## config.mk

```make
export PLATFORM = sky130hd
export DESIGN_NAME = ucore_output_channels
export DESIGN_NICKNAME = d
export VERILOG_FILES = /design/src/rtl/ucore_output_channels.sv
export SDC_FILE = /design/constraint.sdc
export NUM_CORES = 1
export LEC_CHECK = 0
export BUFFER_PORTS_ARGS = -buffer_cell sky130_fd_sc_hd__buf_4
export CORE_MARGIN = 2
export CORE_UTILIZATION = 57
export DETAILED_ROUTE_END_ITERATION = 6
export GPL_TIMING_DRIVEN = 0
export PLACE_DENSITY = 0.87
export SYNTH_ARGS = -nofsm -noshare
export SYNTH_HDL_FRONTEND = slang
export SYNTH_SLANG_ARGS = --single-unit
export TNS_END_PERCENT = 1
```

## constraint.sdc

```tcl
create_clock -name clk -period 4.14 [get_ports clk]
set_input_delay 0.828 -clock clk [delete_from_list [all_inputs] [get_ports clk]]
set_output_delay 0.828 -clock clk [all_outputs]
set_load 0.01 [all_outputs]
```

## src/rtl/ucore_output_channels.sv

```systemverilog
// Purpose: ucore output stage; buffers FU results in a small FIFO and eager-forks
//          each head word to every enabled NoC destination exactly once.
// Latency: a word pushed at edge N is offered from cycle N+1 (no fall-through).
// Backpressure: fu_oready depends only on FIFO occupancy; the head retires only
//               once every enabled destination has taken it.
// Ports:
//   clk, rst       - clock, asynchronous active-high reset
//   cfg_dest_mask  - per-destination enable (change only while empty)
//   fu_ivalid/fu_in/fu_oready         - result handshake from the functional unit
//   noc_ovalid/noc_out/noc_iready     - per-destination valid/ready, shared data
//   empty          - FIFO holds no words
module ucore_output_channels #(
  parameter int DATA_WIDTH  = 32,
  parameter int NUM_OUTPUTS = 4,
  parameter int DEPTH       = 2
) (
  input  logic                   clk,
  input  logic                   rst,
  input  logic [NUM_OUTPUTS-1:0] cfg_dest_mask,
  input  logic                   fu_ivalid,
  input  logic [DATA_WIDTH-1:0]  fu_in,
  output logic                   fu_oready,
  output logic [NUM_OUTPUTS-1:0] noc_ovalid,
  output logic [DATA_WIDTH-1:0]  noc_out,
  input  logic [NUM_OUTPUTS-1:0] noc_iready,
  output logic                   empty
);

  localparam int PTR_W = (DEPTH > 1) ? $clog2(DEPTH) : 1;
  localparam int CNT_W = $clog2(DEPTH + 1);

  logic [DATA_WIDTH-1:0]  storage [DEPTH];
  logic [PTR_W-1:0]       rd_ptr;
  logic [PTR_W-1:0]       wr_ptr;
  logic [CNT_W-1:0]       count;
  logic [NUM_OUTPUTS-1:0] sent;     // destinations that already took the head
  logic [NUM_OUTPUTS-1:0] accept;
  logic                   has_word;
  logic                   push;
  logic                   done;

  // Explicit wrap so DEPTH need not be a power of two.
  function automatic logic [PTR_W-1:0] inc_ptr(input logic [PTR_W-1:0] p);
    return (p == PTR_W'(DEPTH - 1)) ? '0 : p + PTR_W'(1);
  endfunction

  assign has_word   = (count != '0);
  assign empty      = ~has_word;
  // Registered state only: a full FIFO refuses a push even if it pops this cycle.
  assign fu_oready  = (count != CNT_W'(DEPTH));
  assign push       = fu_ivalid & fu_oready;
  assign noc_out    = storage[rd_ptr];
  assign noc_ovalid = {NUM_OUTPUTS{has_word}} & cfg_dest_mask & ~sent;
  assign accept     = noc_ovalid & noc_iready;
  // Head retires when every destination is served, disabled, or taking it now.
  // An all-zero mask therefore discards the head immediately.
  assign done       = has_word & (&(sent | ~cfg_dest_mask | noc_iready));

  always_ff @(posedge clk or posedge rst) begin
    if (rst) begin
      count  <= '0;
      rd_ptr <= '0;
      wr_ptr <= '0;
      sent   <= '0;
      for (int i = 0; i < DEPTH; i++) begin
        storage[i] <= '0;
      end
    end else begin
      if (push) begin
        storage[wr_ptr] <= fu_in;
        wr_ptr          <= inc_ptr(wr_ptr);
      end

      if (done) begin
        rd_ptr <= inc_ptr(rd_ptr);
        sent   <= '0;
      end else begin
        sent <= sent | accept;
      end

      if (push && !done) begin
        count <= count + CNT_W'(1);
      end else if (!push && done) begin
        count <= count - CNT_W'(1);
      end
    end
  end

endmodule

```

==> results.rst, run 1 <==
.. list-table::
   :header-rows: 1

   * - Metric
     - Value
   * - Tightest slew margin relative to the limit
     - 43.0%
   * - Via count
     - 2007
   * - Total die area
     - 0.00623 mm^2
   * - Clock-pin slew reported for the worst setup and hold paths after clock tree synthesis
     - 70 ps
   * - Setup-violating endpoint count in the final report
     - 0
   * - Final Skew
     - 3.62 ps
   * - Startpoint-to-endpoint class of the critical path
     - reg2out
   * - Total Negative Setup Slacks
     - 0 ps
   * - Power Dens Cells
     - 836 mW/mm^2
   * - Routed WL
     - 5920 um
   * - Register-to-Register Path Depth
     - 10
   * - Initial core utilization
     - 58.5%
   * - Num ports
     - 81
   * - Hold Buf Count CTS
     - 0
   * - Buffers from clock root to sink, at most
     - 2
   * - Area of the core region
     - 0.00547 mm^2
   * - Total setup buffers inserted after CTS
     - 0
   * - Number of different library cells in the post-synthesis netlist
     - 26
   * - Most common library cell in the layout ignoring fill and taps
     - sky130_fd_sc_hd__mux2_2
   * - Post-CTS resize count
     - 0
   * - Worst setup slack after placement
     - 1720 ps
   * - Chip height
     - 79.0 um
   * - Fin crit share
     - 62.3%
   * - Worst vdd ir
     - 517 uV
   * - Transition time at the pin with the least slew margin
     - 855 ps
   * - Maximum clock rate
     - 387 MHz
   * - Worst setup EP type
     - output pin
   * - Gate count after technology mapping
     - 219
   * - Final critical delay including setup and external delays
     - 2580 ps
   * - Result of the run
     - finished, final reports clean
   * - Startpoint kind of the worst setup timing path
     - flip-flop
   * - Overall overflow remaining after global route
     - 0
   * - Min-delay worst type
     - reg2reg
   * - Number of buffers added by the clock tree synthesis step
     - 9
   * - Syn avg cell area
     - 14.6 um^2
   * - Half-perimeter wire length after placement
     - 4140 um
   * - Cell area after synthesis
     - 0.00320 mm^2
   * - Part of the Yosys area used for sequential elements
     - 56.3%
   * - Worst hold path cell count
     - 1
   * - Core Rows
     - 27
   * - Static Leakage
     - 0.00186 uW
   * - Antenna cells
     - 0
   * - Clock insertion delay at the later pin of the skew report
     - 330 ps
   * - Max-slew violation count
     - 0
   * - Routed len/inst
     - 15.4 um
   * - CTS tree
     - yes
   * - Post-Syn Nets
     - 263
   * - Layout cells sized above 1
     - 64.9%
   * - Die width
     - 79.0 um
   * - Highest fanout seen on the critical path
     - 10
   * - Setup repair after global routing missed its margin
     - no
   * - Global placer's final weighted congestion
     - 0.775
   * - Antenna-violating nets left
     - 0
   * - Number of antenna violations at the first check in global routing
     - 0
   * - Number of warnings issued by yosys
     - 0
   * - Arrival time at the worst endpoint
     - 1750 ps
   * - Number of global-route vias before repair
     - 2047
   * - Final-stage net count
     - 354
   * - Critical path data required time
     - 3310 ps
   * - Final Hold Violating Endpoints
     - 0
   * - Initial detailed-routing violation count
     - 77
   * - Root buffer cell
     - sky130_fd_sc_hd__clkbuf_8
   * - First-pass GRT wire length
     - 9650 um
   * - Number of buffers added on ports
     - 80
   * - Synthesis-stage register bit count
     - 72
   * - H-tree lvl count
     - 3
   * - Synth-to-layout area growth
     - 26.4%
   * - Length of the first detailed-routing pass in iterations
     - 4
   * - All-Layer GR Usage
     - 20.4%
   * - Final setup slack of the worst path
     - 1560 ps
   * - Top library cells by usage in the layout, fill and taps aside
     - sky130_fd_sc_hd__mux2_2, sky130_fd_sc_hd__buf_4, sky130_fd_sc_hd__dfrtp_1
   * - Residual DRC count
     - 0
   * - Per-cell via count in the routed design
     - 5.21
   * - Clock Sink Count
     - 72
   * - Total of max-cap violations
     - 0
   * - Largest net degree at the start of global routing
     - 73
cells by family after synthesis:
family	synth area share, %
and+or+nand+nor	4.41
adders and majority gates	0.391
AOI/OAI and AO/OA	0.937
DFF	56.3
muxes	33.8
xor gates and xnor gates	1.60
buffers and inverters	2.66
per-layer routing:
| metal | track usage, % | wire [um] |
|---|---|---|
| met1 | 25.9 | 2570 |
| met2 | 33.3 | 2890 |
| met3 | 6.25 | 383 |
| met4 | 7.24 | 74 |
| met5 | 0 | 0 |
sequential cells by signal (all words and copies together) (netlist names):
register	flops
storage	64
sent	4
count	2
rd_ptr	1
wr_ptr	1
worst max-delay path, cell delays in order (launching register included):
cell and delay [ps]:
sky130_fd_sc_hd__dfrtp_1 320, sky130_fd_sc_hd__clkbuf_1 230, sky130_fd_sc_hd__buf_2 330, sky130_fd_sc_hd__mux2_2 380
sky130_fd_sc_hd__buf_4 150
worst paths after layout:
kind                          start           to  slack [ps]
setup / recovery             rd_ptr  noc_out[30]        1560
hold / removal             count[1]     count[1]         490
setup reg to reg           count[0]     count[1]        2200
hold reg to reg            count[1]     count[1]         490
max in group asynchronous       rst  storage[51]        2910
min in group asynchronous       rst  storage[24]         670
power breakdown:
group          internal [uW]  total (uW)  leakage (uW)  switching, uW
registers               1070        1250      0.000851            180
clock network            227         456     0.0000794            229
logic                   1010        1680      0.000930            673
through the flow:
step | power, uW | hold WS, ps | cell area (um^2) | utilization, % | std cells
4_1_cts | 3430 | 491 | 4050 | 74.0 | 385
2_1_floorplan | 2330 | 454 | 3200 | - | 219
6_report | 3390 | 491 | 4050 | 74.0 | 385
3_3_place_gp | 2900 | 464 | 3890 | 71.1 | 371
3_5_place_dp | 2960 | 477 | 3900 | 71.2 | 371
5_1_grt | 3600 | 514 | 4050 | 74.0 | 385
area by class of cell:
| class | instances | area [um^2] |
|---|---|---|
| Buffer | 11 | 67.6 |
| Clock buffer | 13 | 149 |
| Clock inverter | 1 | 5.00 |
| Fill cell | 374 | 1420 |
| Inverter | 4 | 20.0 |
| Multi-Input combinational cell | 132 | 1320 |
| Sequential cell | 72 | 1800 |
| Tap cell | 72 | 90.1 |
| Timing Repair Buffer | 80 | 601 |
synthesized netlist by cell type, drive strengths merged:
library cell  number  area [um^2]
nor2              10         45.0
and2               1         7.51
nand3              1         5.00
nand2b             1         6.26
or2                1         6.26
mux2              96         1080
ha                 1         12.5
dfrtp             72         1800
a31oi              4         25.0
inv                4         17.5
clkbuf             1         3.75
xor2               2         17.5
nor3b              3         22.5
a21oi              1         5.00
buf               10         63.8
nand2              6         22.5
nor3               1         5.00
xnor2              3         33.8
nor4               1         21.3
(Power assumes the default switching activity.)
==> run 2: changes to the inputs <==
- CORE_UTILIZATION: 57 -> 53
- PLACE_DENSITY: 0.87 -> 0.82
- clock period: 4.14 -> 2.6 ns (I/O delays scaled with it)
==> results.rst, run 2 (synthesized netlist as in run 1, its figures left out) <==
.. list-table::
   :header-rows: 1

   * - Metric
     - Value
   * - Layout cells sized above 1
     - 65.6%
   * - Clock Sink Count
     - 72
   * - Startpoint kind of the worst setup timing path
     - flip-flop
   * - Final Skew
     - 7.37 ps
   * - Via count
     - 1989
   * - Post-CTS resize count
     - 0
   * - Root buffer cell
     - sky130_fd_sc_hd__clkbuf_8
   * - Number of global-route vias before repair
     - 2061
   * - Initial detailed-routing violation count
     - 57
   * - Overall overflow remaining after global route
     - 0
   * - Setup repair after global routing missed its margin
     - no
   * - Final critical delay including setup and external delays
     - 2290 ps
   * - Critical path's largest stage delay
     - 380 ps
   * - Synth-to-layout area growth
     - 27.6%
   * - Length of the first detailed-routing pass in iterations
     - 2
   * - Hold Buf Count CTS
     - 0
   * - Min-delay worst type
     - in2async
   * - Total die area
     - 0.00668 mm^2
   * - H-tree lvl count
     - 3
   * - Initial core utilization
     - 54.4%
   * - Per-cell via count in the routed design
     - 5.11
   * - Area of the core region
     - 0.00589 mm^2
   * - Static Leakage
     - 0.00188 uW
   * - Number of flip-flops in the largest register
     - 64
   * - Slowest-stage cell, CP
     - sky130_fd_sc_hd__mux2_2
   * - Fin crit share
     - 88.1%
   * - Reg with most FFs
     - storage
   * - Highest fanout seen on the critical path
     - 10
   * - Core Rows
     - 28
   * - Power Dens Cells
     - 1350 mW/mm^2
   * - Buffers from clock root to sink, at most
     - 2
   * - First-pass GRT wire length
     - 9330 um
   * - # placed instances
     - 374
   * - Series of cell instances along the critical path
     - clkbuf_1, buf_2, mux2_2, buf_4
   * - Half-perimeter wire length after placement
     - 4040 um
   * - Total of max-cap violations
     - 0
   * - All-Layer GR Usage
     - 18.6%
   * - Setup-violating endpoint count in the final report
     - 0
   * - Antenna-violating nets left
     - 0
   * - Largest net degree at the start of global routing
     - 73
   * - Share of the core filled with cells in the final layout
     - 69.4%
   * - Maximum clock rate
     - 437 MHz
   * - Max-slew violation count
     - 0
   * - Fillers
     - 425
   * - Worst reg2reg path endpoint
     - count[1]
   * - Chip height
     - 81.7 um
   * - Most common library cell in the layout ignoring fill and taps
     - sky130_fd_sc_hd__mux2_2
   * - R2R Setup Slk
     - 610 ps
   * - Register area
     - 0.00180 mm^2
   * - Biggest regs
     - storage x64, sent x4, count x2
   * - Tightest slew margin relative to the limit
     - 42.0%
   * - Die width
     - 81.7 um
   * - Total Negative Setup Slacks
     - 0 ps
   * - Worst path top cell family by delay
     - buffers and inverters
   * - Worst Path Buf+Inv
     - 3
   * - Worst setup slack after placement
     - 532 ps
   * - Number of antenna violations at the first check in global routing
     - 0
   * - Routed len/inst
     - 15.1 um
   * - Clock insertion delay at the later pin of the skew report
     - 330 ps
   * - Number of buffers added on ports
     - 80
   * - Routed WL
     - 5870 um
   * - Register-to-Register Path Depth
     - 10
   * - Residual DRC count
     - 0
   * - Setup crit start
     - rd_ptr
   * - Arrival time at the worst endpoint
     - 1770 ps
   * - CTS tree
     - yes
   * - Num ports
     - 81
   * - Worst setup EP type
     - output pin
   * - Number of buffers added by the clock tree synthesis step
     - 9
   * - Startpoint-to-endpoint class of the critical path
     - reg2out
   * - Clock-pin slew reported for the worst setup and hold paths after clock tree synthesis
     - 70 ps
   * - Critical path data required time
     - 2080 ps
   * - Final-stage net count
     - 354
   * - Antenna cells
     - 0
   * - Result of the run
     - finished, final reports clean
   * - Total setup buffers inserted after CTS
     - 0
   * - Global placer's final weighted congestion
     - 0.809
   * - Transition time at the pin with the least slew margin
     - 871 ps
   * - Top library cells by usage in the layout, fill and taps aside
     - sky130_fd_sc_hd__mux2_2, sky130_fd_sc_hd__buf_4, sky130_fd_sc_hd__dfrtp_1
   * - Final setup slack of the worst path
     - 310 ps
   * - R2R Path Start
     - count[0]
   * - Power after layout
     - 5510 uW
   * - Area of the multi-input gates
     - 0.00132 mm^2
   * - Worst vdd ir
     - 695 uV
   * - Final Hold Violating Endpoints
     - 0
   * - Non-filler cells, final
     - 389
==> run 2: cell types whose count changed in the layout (fill, tap and decap cells not counted) <==
cell	before	now
sky130_fd_sc_hd__bufinv_16	0	1
sky130_fd_sc_hd__clkbuf_1	4	2
sky130_fd_sc_hd__clkinv_2	1	3
==> run 2: layout make-up <==
| type | count | area share (%) |
|---|---|---|
| plain buffers | 11 | 1.65 |
| clock buffers | 11 | 3.46 |
| clock inverters | 4 | 1.10 |
| inverters | 4 | 0.490 |
| multi-input cells | 132 | 32.2 |
| flip-flops and latches | 72 | 44.1 |
| well taps | 75 | 2.30 |
| repair buffers | 80 | 14.7 |
==> run 2: where the power goes <==
part / total [uW] / leakage (uW) / internal (uW) / switching [uW]
Clock: 853 / 0.0000989 / 460 / 393
Sequential: 1980 / 0.000851 / 1700 / 282
Combinational: 2670 / 0.000930 / 1600 / 1070
Total: 5510 / 0.00188 / 3770 / 1740
==> run 2: worst max-delay path by stage <==
stage                             end  slack, ps  cells past startpoint
after floorplan              count[0]        260                      1
after global placement        sent[0]       -640                      2
after detailed placement     count[1]        530                      9
after CTS                 noc_out[22]        270                      4
after global routing      noc_out[22]        180                      4
final                     noc_out[22]        310                      4
==> run 2: metrics by stage <==
step,instance area [um^2],hold WS [ps]
detailed placement,3900,473
CTS,4090,408
global placement,3900,472
finish,4090,359
floorplan,3200,454
global route,4090,406
==> run 2: routing by layer <==
layer	GRT usage, %	share of wire (%)
met5	0	0
met4	8.17	1.4
met3	6.04	6.9
met2	30.9	48
met1	22.2	43
==> run 3: changes to the inputs <==
- ABC_AREA: not set -> 1
- ABC_CLOCK_PERIOD_IN_PS: not set -> 2600
- GPL_ROUTABILITY_DRIVEN: not set -> 0
- PLACE_DENSITY: 0.82 -> 0.81
==> results.rst, run 3 <==
.. list-table::
   :header-rows: 1

   * - Metric
     - Value
   * - Result of the run
     - finished, final reports clean
   * - Biggest area consumer among synthesized cells
     - sky130_fd_sc_hd__dfrtp_1
   * - Chip height
     - 83.1 um
   * - Cell area after synthesis
     - 0.00332 mm^2
   * - Power Dens Cells
     - 1250 mW/mm^2
   * - Setup repair after global routing missed its margin
     - no
   * - Half-perimeter wire length after placement
     - 5020 um
   * - Number of flops mapped to enable cells by yosys
     - 0
   * - Num ports
     - 81
   * - Total die area
     - 0.00691 mm^2
   * - Via count
     - 2812
   * - Clock-pin slew reported for the worst setup and hold paths after clock tree synthesis
     - 70 ps
   * - Number of buffers added on ports
     - 80
   * - Async set-reset flop share out of synthesis
     - 100%
   * - Routed WL
     - 7250 um
   * - Highest fanout seen on the critical path
     - 10
   * - Critical path's largest stage delay
     - 330 ps
   * - Synthesis-stage register bit count
     - 72
   * - CTS tree
     - yes
   * - Proportion of netlist area held by the largest area contributor
     - 54.3%
   * - Residual DRC count
     - 0
   * - Per-cell via count in the routed design
     - 4.90
   * - Max-slew violation count
     - 0
   * - Final critical delay including setup and external delays
     - 2370 ps
   * - Slowest-stage cell, CP
     - sky130_fd_sc_hd__clkbuf_1
   * - R2R Setup Slk
     - 720 ps
   * - Final Skew
     - 2.70 ps
   * - Maximum clock rate
     - 423 MHz
   * - Main flop type after synthesis
     - sky130_fd_sc_hd__dfrtp_1
   * - Clock insertion delay at the later pin of the skew report
     - 340 ps
   * - Arrival time at the worst endpoint
     - 1850 ps
   * - All-Layer GR Usage
     - 22.7%
   * - Transition time at the pin with the least slew margin
     - 852 ps
   * - Tightest slew margin relative to the limit
     - 43.2%
   * - First-pass GRT wire length
     - 12500 um
   * - Overall overflow remaining after global route
     - 0
   * - Startpoint-to-endpoint class of the critical path
     - reg2out
   * - Number of buffers added by the clock tree synthesis step
     - 9
   * - Initial detailed-routing violation count
     - 160
   * - Series of cell instances along the critical path
     - clkbuf_1, clkinv_1, clkbuf_1, nand2_1, nand2_1, buf_4
   * - Most instantiated library cell after synthesis
     - sky130_fd_sc_hd__nand2_1
   * - Core Rows
     - 28
   * - Largest net degree at the start of global routing
     - 73
   * - Total setup buffers inserted after CTS
     - 0
   * - Most instantiated cells after synthesis
     - sky130_fd_sc_hd__nand2_1, sky130_fd_sc_hd__dfrtp_1, sky130_fd_sc_hd__inv_1
   * - Final Hold Violating Endpoints
     - 0
   * - Syn avg cell area
     - 8.23 um^2
   * - Antenna cells
     - 0
   * - Number of warnings issued by yosys
     - 0
   * - Antenna-violating nets left
     - 0
   * - Number of global-route vias before repair
     - 2753
   * - Met1 global-route usage
     - 30.5%
   * - Number of different library cells in the post-synthesis netlist
     - 23
   * - Buffers from clock root to sink, at most
     - 2
   * - Static Leakage
     - 0.00234 uW
   * - Area contributors post-synth
     - sky130_fd_sc_hd__dfrtp_1, sky130_fd_sc_hd__nand2_1, sky130_fd_sc_hd__o21ai_2, sky130_fd_sc_hd__inv_1, sky130_fd_sc_hd__o21ai_0
   * - Synth-to-layout area growth
     - 26.6%
   * - Critical path data required time
     - 2080 ps
   * - Total of max-cap violations
     - 0
   * - Top library cells by usage in the layout, fill and taps aside
     - sky130_fd_sc_hd__nand2_1, sky130_fd_sc_hd__buf_4, sky130_fd_sc_hd__dfrtp_1
   * - Setup-violating endpoint count in the final report
     - 0
   * - Routed len/inst
     - 12.6 um
   * - Power after layout
     - 5260 uW
   * - Worst setup slack after placement
     - 589 ps
   * - Worst reg2reg path endpoint
     - count[1]
   * - Number of antenna violations at the first check in global routing
     - 0
   * - Die width
     - 83.1 um
   * - Layout cells sized above 1
     - 26.3%
   * - Hold Buf Count CTS
     - 0
   * - Min-delay worst type
     - in2async
   * - Worst Path Buf+Inv
     - 4
   * - Most common library cell in the layout ignoring fill and taps
     - sky130_fd_sc_hd__nand2_1
   * - Post-Syn Nets
     - 447
   * - Met2 track demand over resource
     - 36.9%
   * - Number of flip-flops in the largest register
     - 64
   * - Final setup slack of the worst path
     - 233 ps
   * - Final-stage net count
     - 538
   * - H-tree lvl count
     - 3
   * - Root buffer cell
     - sky130_fd_sc_hd__clkbuf_8
   * - Part of the Yosys area used for sequential elements
     - 54.3%
   * - Clock Sink Count
     - 72
   * - R2R Path Start
     - count[1]
   * - Startpoint kind of the worst setup timing path
     - flip-flop
   * - Gate count after technology mapping
     - 403
   * - Fillers
     - 510
   * - Initial core utilization
     - 55.4%
   * - Fin crit share
     - 91.0%
   * - Met3 Usage GRT
     - 4.87%
   * - Register-to-Register Path Depth
     - 9
   * - Global routing's busiest layer
     - met2
   * - Reg with most FFs
     - storage
   * - Post-CTS resize count
     - 0
   * - Worst path top cell family by delay
     - buffers and inverters
   * - Length of the first detailed-routing pass in iterations
     - 4
   * - Area of the core region
     - 0.00599 mm^2
   * - Biggest regs
     - storage x64, sent x4, count x2
   * - Worst vdd ir
     - 678 uV
   * - Worst setup EP type
     - output pin
run 3: kinds of logic after synthesis:
kind of cell,after synthesis,synth area share (%)
AO/OA/AOI/OAI,71,13.4
XOR/XNOR,2,0.528
adder cells (fa/ha/maj),1,0.377
buffers and inverters,67,9.05
flip-flops,72,54.3
AND/OR/NAND/NOR,190,22.3
run 3: stage by stage:
stage               utilization (%)  cell area, um^2  hold slack (ps)  cells  setup TNS (ps)
floorplan                         -             3320              453    403               0
global placement               67.0             4010              464    558          -40550
detailed placement             67.0             4020              468    558               0
CTS                            70.1             4200              390    574               0
global route                   70.1             4200              425    574               0
finish                         70.1             4200              364    574               0
run 3: per-layer routing:
layer  wire, um  up-vias
li1           -     1420
met1       3210     1306
met2       3550       77
met3        356        9
met4        123        0
met5          0        -
run 3: area by class of cell:
type / count / area, um^2 / share of cell area [%]
buffer: 20 / 124 / 2.95
clock inverter: 2 / 12.5 / 0.298
tap: 75 / 93.8 / 2.23
clock buffer: 14 / 173 / 4.11
multi-input combinational: 264 / 1220 / 29.0
sequential: 72 / 1800 / 42.9
inverter: 47 / 179 / 4.26
timing repair buffer: 80 / 601 / 14.3
run 3: worst max path at each step:
stage	startpoint	endpoint	slack, ps	cells past startpoint
after floorplan	rst	count[0]	260	1
after global placement	rst	sent[3]	-570	2
after detailed placement	noc_iready[2]	count[1]	590	10
after CTS	rd_ptr	noc_out[30]	240	6
after global routing	rd_ptr	noc_out[30]	5	6
final	rd_ptr	noc_out[28]	230	6
run 3: power by group:
part | switching [uW] | leakage, uW | internal (uW)
clock network | 393 | 0.0000927 | 424
logic | 1420 | 0.00135 | 1090
registers | 281 | 0.000896 | 1650
total | 2090 | 0.00234 | 3160
